`src/rtl/fifo_pkg.sv`:
```
// Shared definitions for the two-channel FIFO drain arbiter:
// FSM state encoding and channel identifiers.
package fifo_pkg;

    typedef enum logic [1:0] {
        IDLE   = 2'd0,
        GRANT0 = 2'd1,
        GRANT1 = 2'd2
    } state_t;

    localparam logic CH_AS = 1'b0;
    localparam logic CH_LA = 1'b1;

endpackage

```
`src/rtl/axis_reg_slice.sv`:
```
// Single-entry valid/ready register stage; output data never depends
// combinationally on out_ready_i.
module axis_reg_slice #(
    parameter int unsigned W = 46
) (
    input  logic         clk_i,
    input  logic         rst_i,
    input  logic         in_valid_i,
    output logic         in_ready_o,
    input  logic [W-1:0] in_data_i,
    output logic         out_valid_o,
    input  logic         out_ready_i,
    output logic [W-1:0] out_data_o
);

    logic         valid_q;
    logic [W-1:0] data_q;

    assign in_ready_o = ~valid_q | out_ready_i;

    always_ff @(posedge clk_i or posedge rst_i) begin
        if (rst_i) begin
            valid_q <= 1'b0;
            data_q  <= '0;
        end else if (in_ready_o) begin
            valid_q <= in_valid_i;
            if (in_valid_i) begin
                data_q <= in_data_i;
            end
        end
    end

    assign out_valid_o = valid_q;
    assign out_data_o  = data_q;

endmodule

```
`src/rtl/fifo_drain_arbiter.sv`:
```
// Round-robin burst arbiter with urgent override draining two capture
// FIFOs into one AXI-stream egress; each beat is tagged with its source.
module fifo_drain_arbiter
    import fifo_pkg::*;
#(
    parameter int unsigned WIDTH = 45,
    parameter int unsigned CNT_W = 16
) (
    input  logic             axis_clk,
    input  logic             axi_reset,
    input  logic             enable,
    input  logic [7:0]       burst_len,
    input  logic [1:0]       urgent,
    input  logic [1:0]       s_vld,
    output logic [1:0]       s_rdy,
    input  logic [WIDTH-1:0] s_data0,
    input  logic [WIDTH-1:0] s_data1,
    output logic             m_tvalid,
    input  logic             m_tready,
    output logic [WIDTH-1:0] m_tdata,
    output logic             m_tid,
    output logic             busy,
    output logic [CNT_W-1:0] beat_cnt0,
    output logic [CNT_W-1:0] beat_cnt1
);

    state_t           state_q, state_d;
    logic [7:0]       cnt_q, cnt_d;
    logic             last_q, last_d;
    logic [CNT_W-1:0] bcnt0_q, bcnt0_d;
    logic [CNT_W-1:0] bcnt1_q, bcnt1_d;

    logic             slot_free;
    logic             acc;
    logic             gch;
    logic             pick;
    logic [1:0]       cand;
    logic             burst_done;
    logic [WIDTH:0]   slice_in;
    logic [WIDTH:0]   slice_out;

    assign gch      = (state_q == GRANT1) ? CH_LA : CH_AS;
    assign slice_in = {gch, (gch == CH_LA) ? s_data1 : s_data0};

    always_comb begin
        state_d    = state_q;
        cnt_d      = cnt_q;
        last_d     = last_q;
        bcnt0_d    = bcnt0_q;
        bcnt1_d    = bcnt1_q;
        s_rdy      = '0;
        acc        = 1'b0;
        pick       = CH_AS;
        cand       = '0;
        burst_done = 1'b0;
        case (state_q)
            IDLE: begin
                if (enable && (|s_vld)) begin
                    // Urgent+valid channels take precedence; a lone candidate
                    // wins outright, otherwise alternate against last grant.
                    cand = (|(urgent & s_vld)) ? (urgent & s_vld) : s_vld;
                    if (cand == 2'b01)      pick = CH_AS;
                    else if (cand == 2'b10) pick = CH_LA;
                    else                    pick = ~last_q;
                    state_d = (pick == CH_LA) ? GRANT1 : GRANT0;
                    cnt_d   = '0;
                    last_d  = pick;
                end
            end
            GRANT0, GRANT1: begin
                s_rdy[gch] = slot_free;
                acc        = s_vld[gch] & slot_free;
                if (acc) begin
                    cnt_d = (cnt_q == 8'hFF) ? cnt_q : cnt_q + 8'd1;
                    if (gch == CH_LA) bcnt1_d = bcnt1_q + CNT_W'(1);
                    else              bcnt0_d = bcnt0_q + CNT_W'(1);
                end
                burst_done = acc && (burst_len != 8'd0) &&
                             (({1'b0, cnt_q} + 9'd1) >= {1'b0, burst_len});
                if (burst_done ||
                    (slot_free && (~s_vld[gch] ||
                                   (urgent[~gch] & s_vld[~gch] & ~urgent[gch]) ||
                                   ~enable))) begin
                    state_d = IDLE;
                end
            end
            default: state_d = IDLE;
        endcase
    end

    always_ff @(posedge axis_clk or posedge axi_reset) begin
        if (axi_reset) begin
            state_q <= IDLE;
            cnt_q   <= '0;
            last_q  <= CH_LA;
            bcnt0_q <= '0;
            bcnt1_q <= '0;
        end else begin
            state_q <= state_d;
            cnt_q   <= cnt_d;
            last_q  <= last_d;
            bcnt0_q <= bcnt0_d;
            bcnt1_q <= bcnt1_d;
        end
    end

    axis_reg_slice #(
        .W (WIDTH + 1)
    ) u_slice (
        .clk_i       (axis_clk),
        .rst_i       (axi_reset),
        .in_valid_i  (acc),
        .in_ready_o  (slot_free),
        .in_data_i   (slice_in),
        .out_valid_o (m_tvalid),
        .out_ready_i (m_tready),
        .out_data_o  (slice_out)
    );

    assign m_tdata   = slice_out[WIDTH-1:0];
    assign m_tid     = slice_out[WIDTH];
    assign busy      = (state_q != IDLE) | m_tvalid;
    assign beat_cnt0 = bcnt0_q;
    assign beat_cnt1 = bcnt1_q;

endmodule

```
`config.mk`:
```
export PLATFORM = sky130hd
export DESIGN_NAME = fifo_drain_arbiter
export DESIGN_NICKNAME = d
export VERILOG_FILES = /design/src/rtl/fifo_pkg.sv /design/src/rtl/axis_reg_slice.sv /design/src/rtl/fifo_drain_arbiter.sv
export SDC_FILE = /design/constraint.sdc
export NUM_CORES = 1
export LEC_CHECK = 0
export BUFFER_PORTS_ARGS = -buffer_cell sky130_fd_sc_hd__buf_2
export CORE_ASPECT_RATIO = 0.5
export CORE_MARGIN = 3
export CORE_UTILIZATION = 48
export CTS_BUF_LIST = sky130_fd_sc_hd__clkbuf_16
export CTS_CLUSTER_SIZE = 8
export DETAILED_ROUTE_END_ITERATION = 10
export PLACE_DENSITY = 0.77
export SETUP_SLACK_MARGIN = 0.05
export SLEW_MARGIN = 20
export SYNTH_ARGS = -nofsm -noshare
export SYNTH_HDL_FRONTEND = slang
export SYNTH_SLANG_ARGS = --single-unit
```
`constraint.sdc`:
```
create_clock -name axis_clk -period 3.77 [get_ports axis_clk]
set_input_delay 0.5655 -clock axis_clk [delete_from_list [all_inputs] [get_ports axis_clk]]
set_output_delay 0.5655 -clock axis_clk [all_outputs]
set_load 0.1 [all_outputs]
```
* Word level (Yosys, flattened, before mapping)
Index checks and enable logic that the tools add are counted.
** Storage, ports and cells
- Bits in registers :: 90
- Input bits :: 106
- Output and inout bits :: 82
- Word-level logic and storage cells :: 85
** Operators by class
- Add/subtract/negate cells :: 4
- $lt $le $gt $ge :: 4
- Eq/ne operators :: 9
- Mux-type cells :: 27
- Bitwise gates (word level) :: 13
- Reduce and logical (&&, ||, !) cells :: 21
** Operator list (count)
- 2-to-1 mux 45 bit :: 1
- adder 16 x 1 -> 16 bit (second input constant) :: 2
- 2-to-1 mux 8 bit :: 3
- one-hot mux 8 bit (2 select lines) :: 1
- 2-to-1 mux 1 bit :: 15
- 2-to-1 mux 2 bit :: 5
- adder 8 x 1 -> 9 bit (second input constant) :: 1
- greater-or-equal comparator 9 x 8 -> 1 bit :: 1
- adder 8 x 1 -> 8 bit (second input constant) :: 1
- equality test 8 bit (second input constant) :: 1
- != test 2 bit (second input constant) :: 4
- nonzero test 8 bit :: 1
- inverter 1 bit :: 6
- AND reduction 2 bit :: 3
- AND reduction 3 bit :: 2
- OR reduction 2 bit :: 3
- logical AND 1 bit :: 5
- AND 2 bit :: 2
- equality test 2 x 1 -> 1 bit (second input constant) :: 2
- equality test 2 bit (second input constant) :: 2
- less-than comparator 1 x 2 -> 1 bit (second input constant) :: 2
- one-hot mux 2 bit (2 select lines) :: 1
- AND reduction 4 bit :: 1
- nonzero test 2 bit :: 2
- 6 further kinds :: 11

* Longest topological paths before layout
Gate-level depths: netlist of the first run.
- Depth after elaboration :: 13
- Gate-level depth with buffers :: 12
- Depth with buffers taken out :: 12

* By module
A second synthesis of the first run with hierarchy kept.
** Second synthesis, totals
- Cells, all modules :: 388
- Area, all modules :: 4814.6 um^2
** By module, submodules not included
- fifo_drain_arbiter :: instances 1, cells each 287, area each 2890.3 um^2, seq. area each 1077.3 um^2
- axis_reg_slice :: instances 1, cells each 101, area each 1924.3 um^2, seq. area each 1176.1 um^2

* Worst setup path after synthesis of the first run
OpenSTA, ideal clock, no wires.
- Kind :: register -> output
- Start point :: register state_q[0]
- End point :: output s_rdy[0]
- Arrival :: 2.374 ns
- Path slack :: 0.831 ns
- Cell stages (with the launch flop) :: 7
- Cell sequence :: dfrtp_1 > inv_1 > ha_1 > buf_2 > buf_2 > buf_2 > nor2_1
** On the way
- Cells in the longest elaborated chain, start to end :: 8
- Elaborated cells between the ends (all ways) :: 11
- Those cells by class :: order compare (2); eq/ne (2); mux (4); bitwise (1); reduce/logical (2)
** RTL lines
- from (decl) :: RTL line fifo_drain_arbiter.sv:27 : state_t state_q, state_d;
- from (signal assigned) :: RTL line fifo_drain_arbiter.sv:99 : state_q <= state_d;
- equality test 2 bit (*) :: RTL line fifo_drain_arbiter.sv:42 : assign gch = (state_q == GRANT1) ? CH_LA : CH_AS;
- 2-to-1 mux 1 bit (*) :: RTL line fifo_drain_arbiter.sv:42
- via gch :: RTL line fifo_drain_arbiter.sv:35 : logic gch;
- less-than comparator 1 x 2 -> 1 bit (not written as such) / greater-or-equal comparator 1 bit (equally long branches) :: RTL line fifo_drain_arbiter.sv:71 : s_rdy[gch] = slot_free;
- logical AND 1 bit (not written as such) :: RTL line fifo_drain_arbiter.sv:71
- 2-to-1 mux 1 bit (not written as such) :: RTL line fifo_drain_arbiter.sv:71
- demux 1 bit (select 1 bit) (*) :: RTL line fifo_drain_arbiter.sv:71
- AND 2 bit (no line) (*)
- 2-to-1 mux 2 bit (*) :: RTL line fifo_drain_arbiter.sv:56 : case (state_q)
- to (decl) :: RTL line fifo_drain_arbiter.sv:15 : output logic [1:0] s_rdy,
The timed path passes the listed nets; every way through them passes the cells marked *.

* Worst setup path in the final report of the first run
- Start point :: register state_q[1]
- End point :: output s_rdy[1]
** On the way
- Cells in the longest elaborated chain, start to end :: 8
- Elaborated cells between the ends (all ways) :: 11
- Those cells by class :: order compare (2); eq/ne (2); mux (4); bitwise (1); reduce/logical (2)
** RTL lines (RTL line)
- equality test 2 bit :: fifo_drain_arbiter.sv:42, fifo_drain_arbiter.sv:56
- 2-to-1 mux 1 bit :: fifo_drain_arbiter.sv:42
- less-than comparator 1 x 2 -> 1 bit (not written as such) / greater-or-equal comparator 1 bit (equally long branches) :: fifo_drain_arbiter.sv:71
- logical AND 1 bit (not written as such) :: fifo_drain_arbiter.sv:71
- 2-to-1 mux 1 bit (not written as such) :: fifo_drain_arbiter.sv:71
- demux 1 bit (select 1 bit) :: fifo_drain_arbiter.sv:71
- AND 2 bit (no line)
- 2-to-1 mux 2 bit (*) :: fifo_drain_arbiter.sv:56
Every way passes the cells marked *; elsewhere a longest branch is shown, timed or not.

==> key figures, run 1 <==
Status
  • Outcome: finished, final reports clean

Timing
  • Final Hold Fails: 0
  • Slew headroom: between 50% and 60%
  • RSZ-0062 raised after global routing: no
  • Fmax: 0.384 GHz
  • Slew Viols, Final: 0
  • Setup TNS: 0 ns
  • Final period util: 69.1%
  • Minimum clock period: 2.60 ns
  • # setup viols final: 0
  • Worst-Margin Slew: just under 0.7 ns
  • Clock skew: between 0.005 and 0.006 ns

CTS
  • Post-CTS Setup Bufs: 0
  • CTS Buf Count: 9
  • Hold_buf cts: 0
  • H-tree levels: 3
  • Clk root buf: clkbuf_16
  • Clk sinks: 90
  • CTS clk-pin slew, worst paths: roughly 0.06 ns
  • Post-cts sizing count: 0
  • Max Root-Sink Buffers: 2
  • CTS tree: done
  • Clock latency on the worst-skew pair: 0.33 ns

Critical path
  • Reg2Reg Setup Slack: ~1.3 ns
  • R2r worst-path depth: 11
  • CP Cell Sequence: inv_1, ha_1, and3_1, buf_2
  • Buf/Inv on CP: 2
  • Critical Path End Type: output port
  • CP Data Required Time: 3.20 ns
  • Slowest-stage cell, CP: ha_1
  • Critical Path Source Type: register
  • Crit path max-delay family: adder cells
  • Max stage delay on crit path: approximately 0.6 ns
  • WP depth: 4
  • Crit path from: state_q[1]$_DFFE_PP0P_
  • CP arrival: around 2 ns
  • Reg-to-reg endpoint: state_q[0]$_DFFE_PP0P_
  • Crit Path Max Fanout: 16
  • Worst R2R Start: cnt_q[0]$_DFFE_PP0P_
  • Crit path kind: register to output port

Yosys
  • Synth Flop Type: dfrtp_1
  • Mapped Cells: approximately 440
  • Seq/Total Area, Yosys: 50.0%
  • Number of flops mapped to enable cells by yosys: 0
  • Post-synth ARST share: 100%
  • Yosys reg bits: 90
  • Warning count from the yosys run: 0
  • Syn avg cell area: ~10 um2
  • Synthesized Nets: around 560
  • Cell variety after synth: 44
  • Post-Syn Area: roughly 4500 um2

Cells and area
  • Final net count: between 700 and 800
  • Area grow syn2layout: 29.3%
  • Layout cells sized above 1: 35.5%
  • Reg area: approximately 2300 um2
  • Multi-input gate area: approximately 2100 um2
  • Ant diodes: 0
  • Number of fill cells: approximately 750

Floorplanning
  • Initial Util: about half
  • Row count: 24
  • Die height: about 75 um
  • Die span in x: about 140 um
  • Die area: around 11000 um2
  • CORE AREA: about 9000 um2
  • Num ports: 188

GRT
  • Initial antenna violation count: 0
  • Gr usage total: a little under a fifth
  • GRT overflow: 0
  • Vias in the first global route: about 3400
  • First-pass GRT wire length: 16000 um
  • Largest net degree at the start of global routing: 57

Route
  • First DRT Iteration DRCs: ~190
  • Post-DRT Antenna Nets: 0
  • Drt drc: 0
  • Pre-Repair DR Iteration Count: 4
  • Vias/cell: 5.02
  • Post-Route WL: a little over 10000 um
  • WL/cell: ~14 um
  • Via count: around 3700

Place
  • Final Wtd Congestion: 0.830
  • Detailed placement HPWL: between 7000 and 8000 um
  • I/O Buffers: approximately 190

Run
  • MaxCap Viol Count: 0

Worst hold path
  • Hold Crit Class: primary input to async pin
==> synthesized netlist by cell type (2+ instances only) <==
master      n  area [um2]
dfrtp_1    89        2230
nand2_1    76         285
o21ai_0    57         285
mux2i_1    45         450
xnor2_1    22         193
nand3_1    14        70.1
ha_1       13         163
inv_1      13        48.8
nand4_1    13        81.3
xor2_1     11        96.3
and3_1     10        62.6
clkbuf_1   10        37.5
nor2_1     10        37.5
buf_2       9        45.0
nand2b_1    6        37.5
a22o_1      4        35.0
nor2b_1     4        25.0
o21ai_1     3        15.0
a21oi_1     2        10.0
and4_1      2        17.5
mux2_2      2        22.5
nor3_2      2        20.0
nor4_1      2        12.5
o2bb2ai_1   2        17.5
or2_2       2        12.5
==> metrics by stage <==
stage / area, um2 / util (%) / hold slack [ns] / setup slack [ns] / std cells
2_1_floorplan: 4510 / - / 0.456 / 0.831 / 442
3_3_place_gp: 5530 / 62.0 / 0.450 / 1.38 / 730
3_5_place_dp: 5530 / 62.0 / 0.456 / 1.29 / 730
4_1_cts: 5830 / 65.3 / 0.453 / 1.16 / 746
5_1_grt: 5830 / 65.3 / 0.411 / 0.993 / 746
6_report: 5830 / 65.3 / 0.350 / 1.17 / 746
==> cells in the final DEF, fill, tap and decap left out, drive strengths merged <==
| master | instances |
|---|---|
| a21oi | 2 |
| a21boi | 1 |
| and3 | 10 |
| ha | 13 |
| clkbuf | 9 |
| xor2 | 11 |
| dfrtp | 89 |
| nor2b | 4 |
| nor2 | 11 |
| and2 | 2 |
| dfstp | 1 |
| mux2i | 45 |
| mux2 | 2 |
| buf | 192 |
| and4 | 3 |
| nor4 | 2 |
| bufinv | 1 |
| nor3b | 1 |
| a22o | 4 |
| nand3 | 14 |
| clkinvlp | 2 |
| o21ai | 61 |
| inv | 17 |
| o2bb2ai | 2 |
| o211ai | 1 |
| o2111ai | 1 |
| xnor2 | 22 |
| nor3 | 3 |
| a21o | 1 |
| nand4 | 14 |
| or2 | 2 |
| nand2 | 77 |
| o31ai | 1 |
| nand2b | 6 |
| a31oi | 1 |
| o21a | 1 |
==> logic make-up after synthesis <==
family          count (synthesis)  share of synthesized area [%]
xor+xnor                       33                           6.41
compound gates                 76                           9.58
fa+ha+maj                      13                           3.61
buf+inv                        34                           3.33
mux                            47                           10.5
flops                          90                           50.0
simple gates                  149                           16.6
==> worst register-to-register path, cell delays in order, from the launching register on <==
cell,delay [ns]
dfrtp_1,0.42
ha_1,0.22
and4_1,0.21
nand2_1,0.07
or2_2,0.29
nand2_1,0.08
ha_1,0.23
a22o_1,0.21
o31ai_1,0.18
a31oi_1,0.13
o21ai_0,0.22
o2bb2ai_1,0.14
==> flip-flops by register name, indices dropped and copies added, names as in the netlist <==
signal / count
cnt_q: 8
u_slice.out_valid_o: 1
last_q: 1
beat_cnt0: 16
beat_cnt1: 16
u_slice.out_data_o: 46
state_q: 2
==> how the worst max path moves through the flow <==
stage	slack, ns	end
floorplan	0.83	s_rdy[0]
global placement	1.38	beat_cnt0[14]$_DFFE_PP0P_
detailed placement	1.29	state_q[0]$_DFFE_PP0P_
CTS	1.16	s_rdy[1]
global route	0.99	state_q[0]$_DFFE_PP0P_
finish	1.17	s_rdy[1]
==> routing by layer <==
layer | track usage (%) | up-vias | share of wire (%)
met5 | 0 | - | 0
met4 | 5.06 | 0 | 1.2
met3 | 4.05 | 13 | 4.3
met2 | 33.4 | 88 | 52
met1 | 23.8 | 1743 | 42
li1 | - | 1898 | -
==> cell type report <==
type | count | share of cell area (%)
clock buffer | 9 | 3.87
clock inverter | 7 | 1.20
inverter | 13 | 0.880
multi-input combinational | 318 | 36.2
sequential | 90 | 38.7
tap | 117 | 2.51
timing repair buffer | 192 | 16.7
Power of run 1 is left out: the tool's default activity adds up to more than one toggle a clock period on the data nets, which glitch-free logic cannot reach.
==> run 2, diff against run 1 <==
- CORE_UTILIZATION: 48 -> 44
- PLACE_DENSITY: 0.77 -> 0.74
- clock period: 3.77 -> 2.3 ns (I/O delays scaled with it)
==> run 2 against run 1 <==
Via count rose by 0.43%. Worst hold slack got worse by 0.27 ns. Sequential share of layout area fell by 1.4 points. Critical path depth rose by 7. Cell count rose by 3.6%. Count of clock-buffer cells in the layout did not move.
==> key figures, run 2 (same netlist as run 1, synthesis figures left out) <==
Cells and area
  • Final net count: roughly 750
  • Area grow syn2layout: 34.2%
  • Max reg flops: between 40 and 50
  • Final Core Density: between 60% and 70%
  • Commonest non-fill, non-tap cells in the layout: buf_2, dfrtp_1, nand2_1
  • Most common cell after layout, fill and taps aside: buf_2
  • Ant diodes: 0
  • Layout cells sized above 1: 38.7%
  • Finished Layout Cells: 773

Critical path
  • Crit path from: cnt_q[1]$_DFFE_PP0P_
  • Max stage delay on crit path: 0.35 ns
  • Critical Path Source Type: register
  • Crit Path Max Fanout: 2
  • Reg-to-reg endpoint: state_q[1]$_DFFE_PP0P_
  • CP Cell Sequence: ha_2, and4_1, nand2_1, or2_4, nand2_2, ha_4, a22o_1, o31ai_2, a31oi_2, o21ai_2, o2bb2ai_1
  • CP arrival: about 2.5 ns
  • Slowest-stage cell, CP: dfrtp_1
  • Worst R2R Start: cnt_q[1]$_DFFE_PP0P_
  • Buf/Inv on CP: 0
  • R2r worst-path depth: 11
  • Crit path kind: register to register
  • Reg2Reg Setup Slack: roughly 0.086 ns
  • CP Data Required Time: about 2.6 ns
  • Crit path max-delay family: compound AO/OA/AOI/OAI gates
  • Critical Path End Type: register

Timing
  • Minimum clock period: roughly 2.2 ns
  • Worst-Margin Slew: approximately 0.58 ns
  • Clock skew: just over 0.005 ns
  • Slew headroom: about three fifths
  • Final Hold Fails: 0
  • # setup viols final: 0
  • Slew Viols, Final: 0
  • RSZ-0062 raised after global routing: yes
  • Fmax: about 0.45 GHz
  • Hold_ws: ~0.077 ns
  • Final period util: a little over nine tenths

GRT
  • First-pass GRT wire length: between 15000 and 20000 um
  • GRT overflow: 0
  • Largest net degree at the start of global routing: 51
  • Gr usage total: 18.8%
  • Vias in the first global route: roughly 3700
  • Initial antenna violation count: 0

Floorplanning
  • Die span in x: around 150 um
  • Die area: ~12000 um2
  • CORE AREA: about 9700 um2
  • Initial Util: a little under half
  • Row count: 25
  • Num ports: between 150 and 200
  • Die height: approximately 78 um

CTS
  • H-tree levels: 3
  • CTS tree: done
  • CTS Buf Count: 9
  • CTS clk-pin slew, worst paths: approximately 0.060 ns
  • Clk root buf: clkbuf_16
  • Max Root-Sink Buffers: 2
  • Clk sinks: 90
  • Hold_buf cts: 0
  • Clock latency on the worst-skew pair: around 0.32 ns

Worst hold path
  • Hold Crit Class: primary input to async pin

Place
  • I/O Buffers: around 190
  • Final Wtd Congestion: 0.815
  • Detailed placement HPWL: roughly 8200 um
  • Cells after DPL: between 700 and 800

Status
  • Outcome: finished, final reports clean

Route
  • Post-DRT Antenna Nets: 0
  • First DRT Iteration DRCs: 108
  • WL/cell: between 10 and 15 um
  • Post-Route WL: roughly 11000 um
  • Via count: about 3800
  • Drt drc: 0
  • Vias/cell: 4.86
  • Pre-Repair DR Iteration Count: 4

Run
  • MaxCap Viol Count: 0
==> run 2: cell count changes in the layout (fill, tap and decap cells not counted), sizes merged <==
cell / delta
clkinv: +1
bufinv: -1
bufbuf: +1
buf: +8
inv: -3
clkinvlp: +3
==> run 2: layout make-up <==
cell class | count | area, um2
Fill cell | 843 | 3650
Sequential cell | 90 | 2260
Multi-Input combinational cell | 318 | 2180
Timing Repair Buffer | 201 | 1120
Clock buffer | 9 | 225
Tap cell | 135 | 169
Inverter | 13 | 52.6
Clock inverter | 7 | 46.3
==> run 2: timing repair <==
item,in CTS,in global routing
resized for setup,0,15
pin swaps,3,5
endpoints found under the setup margin,3,46
gates cloned,1,0
buffers inserted,2,0
==> run 2: worst max path at each step <==
stage | end | slack, ns | depth (start not counted)
finish | state_q[1]$_DFFE_PP0P_ | 0.09 | 11
global route | state_q[1]$_DFFE_PP0P_ | -0.06 | 11
CTS | state_q[1]$_DFFE_PP0P_ | 0.04 | 11
detailed placement | state_q[1]$_DFFE_PP0P_ | 0.04 | 11
global placement | state_q[1]$_DFFE_PP0P_ | 0.11 | 11
floorplan | s_rdy[0] | 0.04 | 6
==> run 2: worst reg2reg max path, stage by stage (launching register included) <==
cell and delay [ns]:
dfrtp_1 0.35, ha_2 0.18, and4_1 0.18, nand2_1 0.07, or2_4 0.24, nand2_2 0.08, ha_4 0.19, a22o_1 0.21
o31ai_2 0.21, a31oi_2 0.14, o21ai_2 0.14, o2bb2ai_1 0.13
==> run 2: through the flow <==
step	setup TNS (ns)	cell area (um2)	setup slack (ns)
6_report	0	6040	0.0861
3_5_place_dp	0	5660	0.0390
3_3_place_gp	0	5660	0.111
5_1_grt	-0.124	6040	-0.0632
2_1_floorplan	0	4520	0.0419
4_1_cts	0	5980	0.0447
==> run 2: routing by layer <==
metal  vias up  GRT usage, %  wire [um]
met2        61          33.5       5760
met1      1775          24.0       4700
met3         6          3.56        352
met4         0          3.84         76
li1       1916             -          -
met5         -             0          0
Power of run 2 is left out for the same reason.
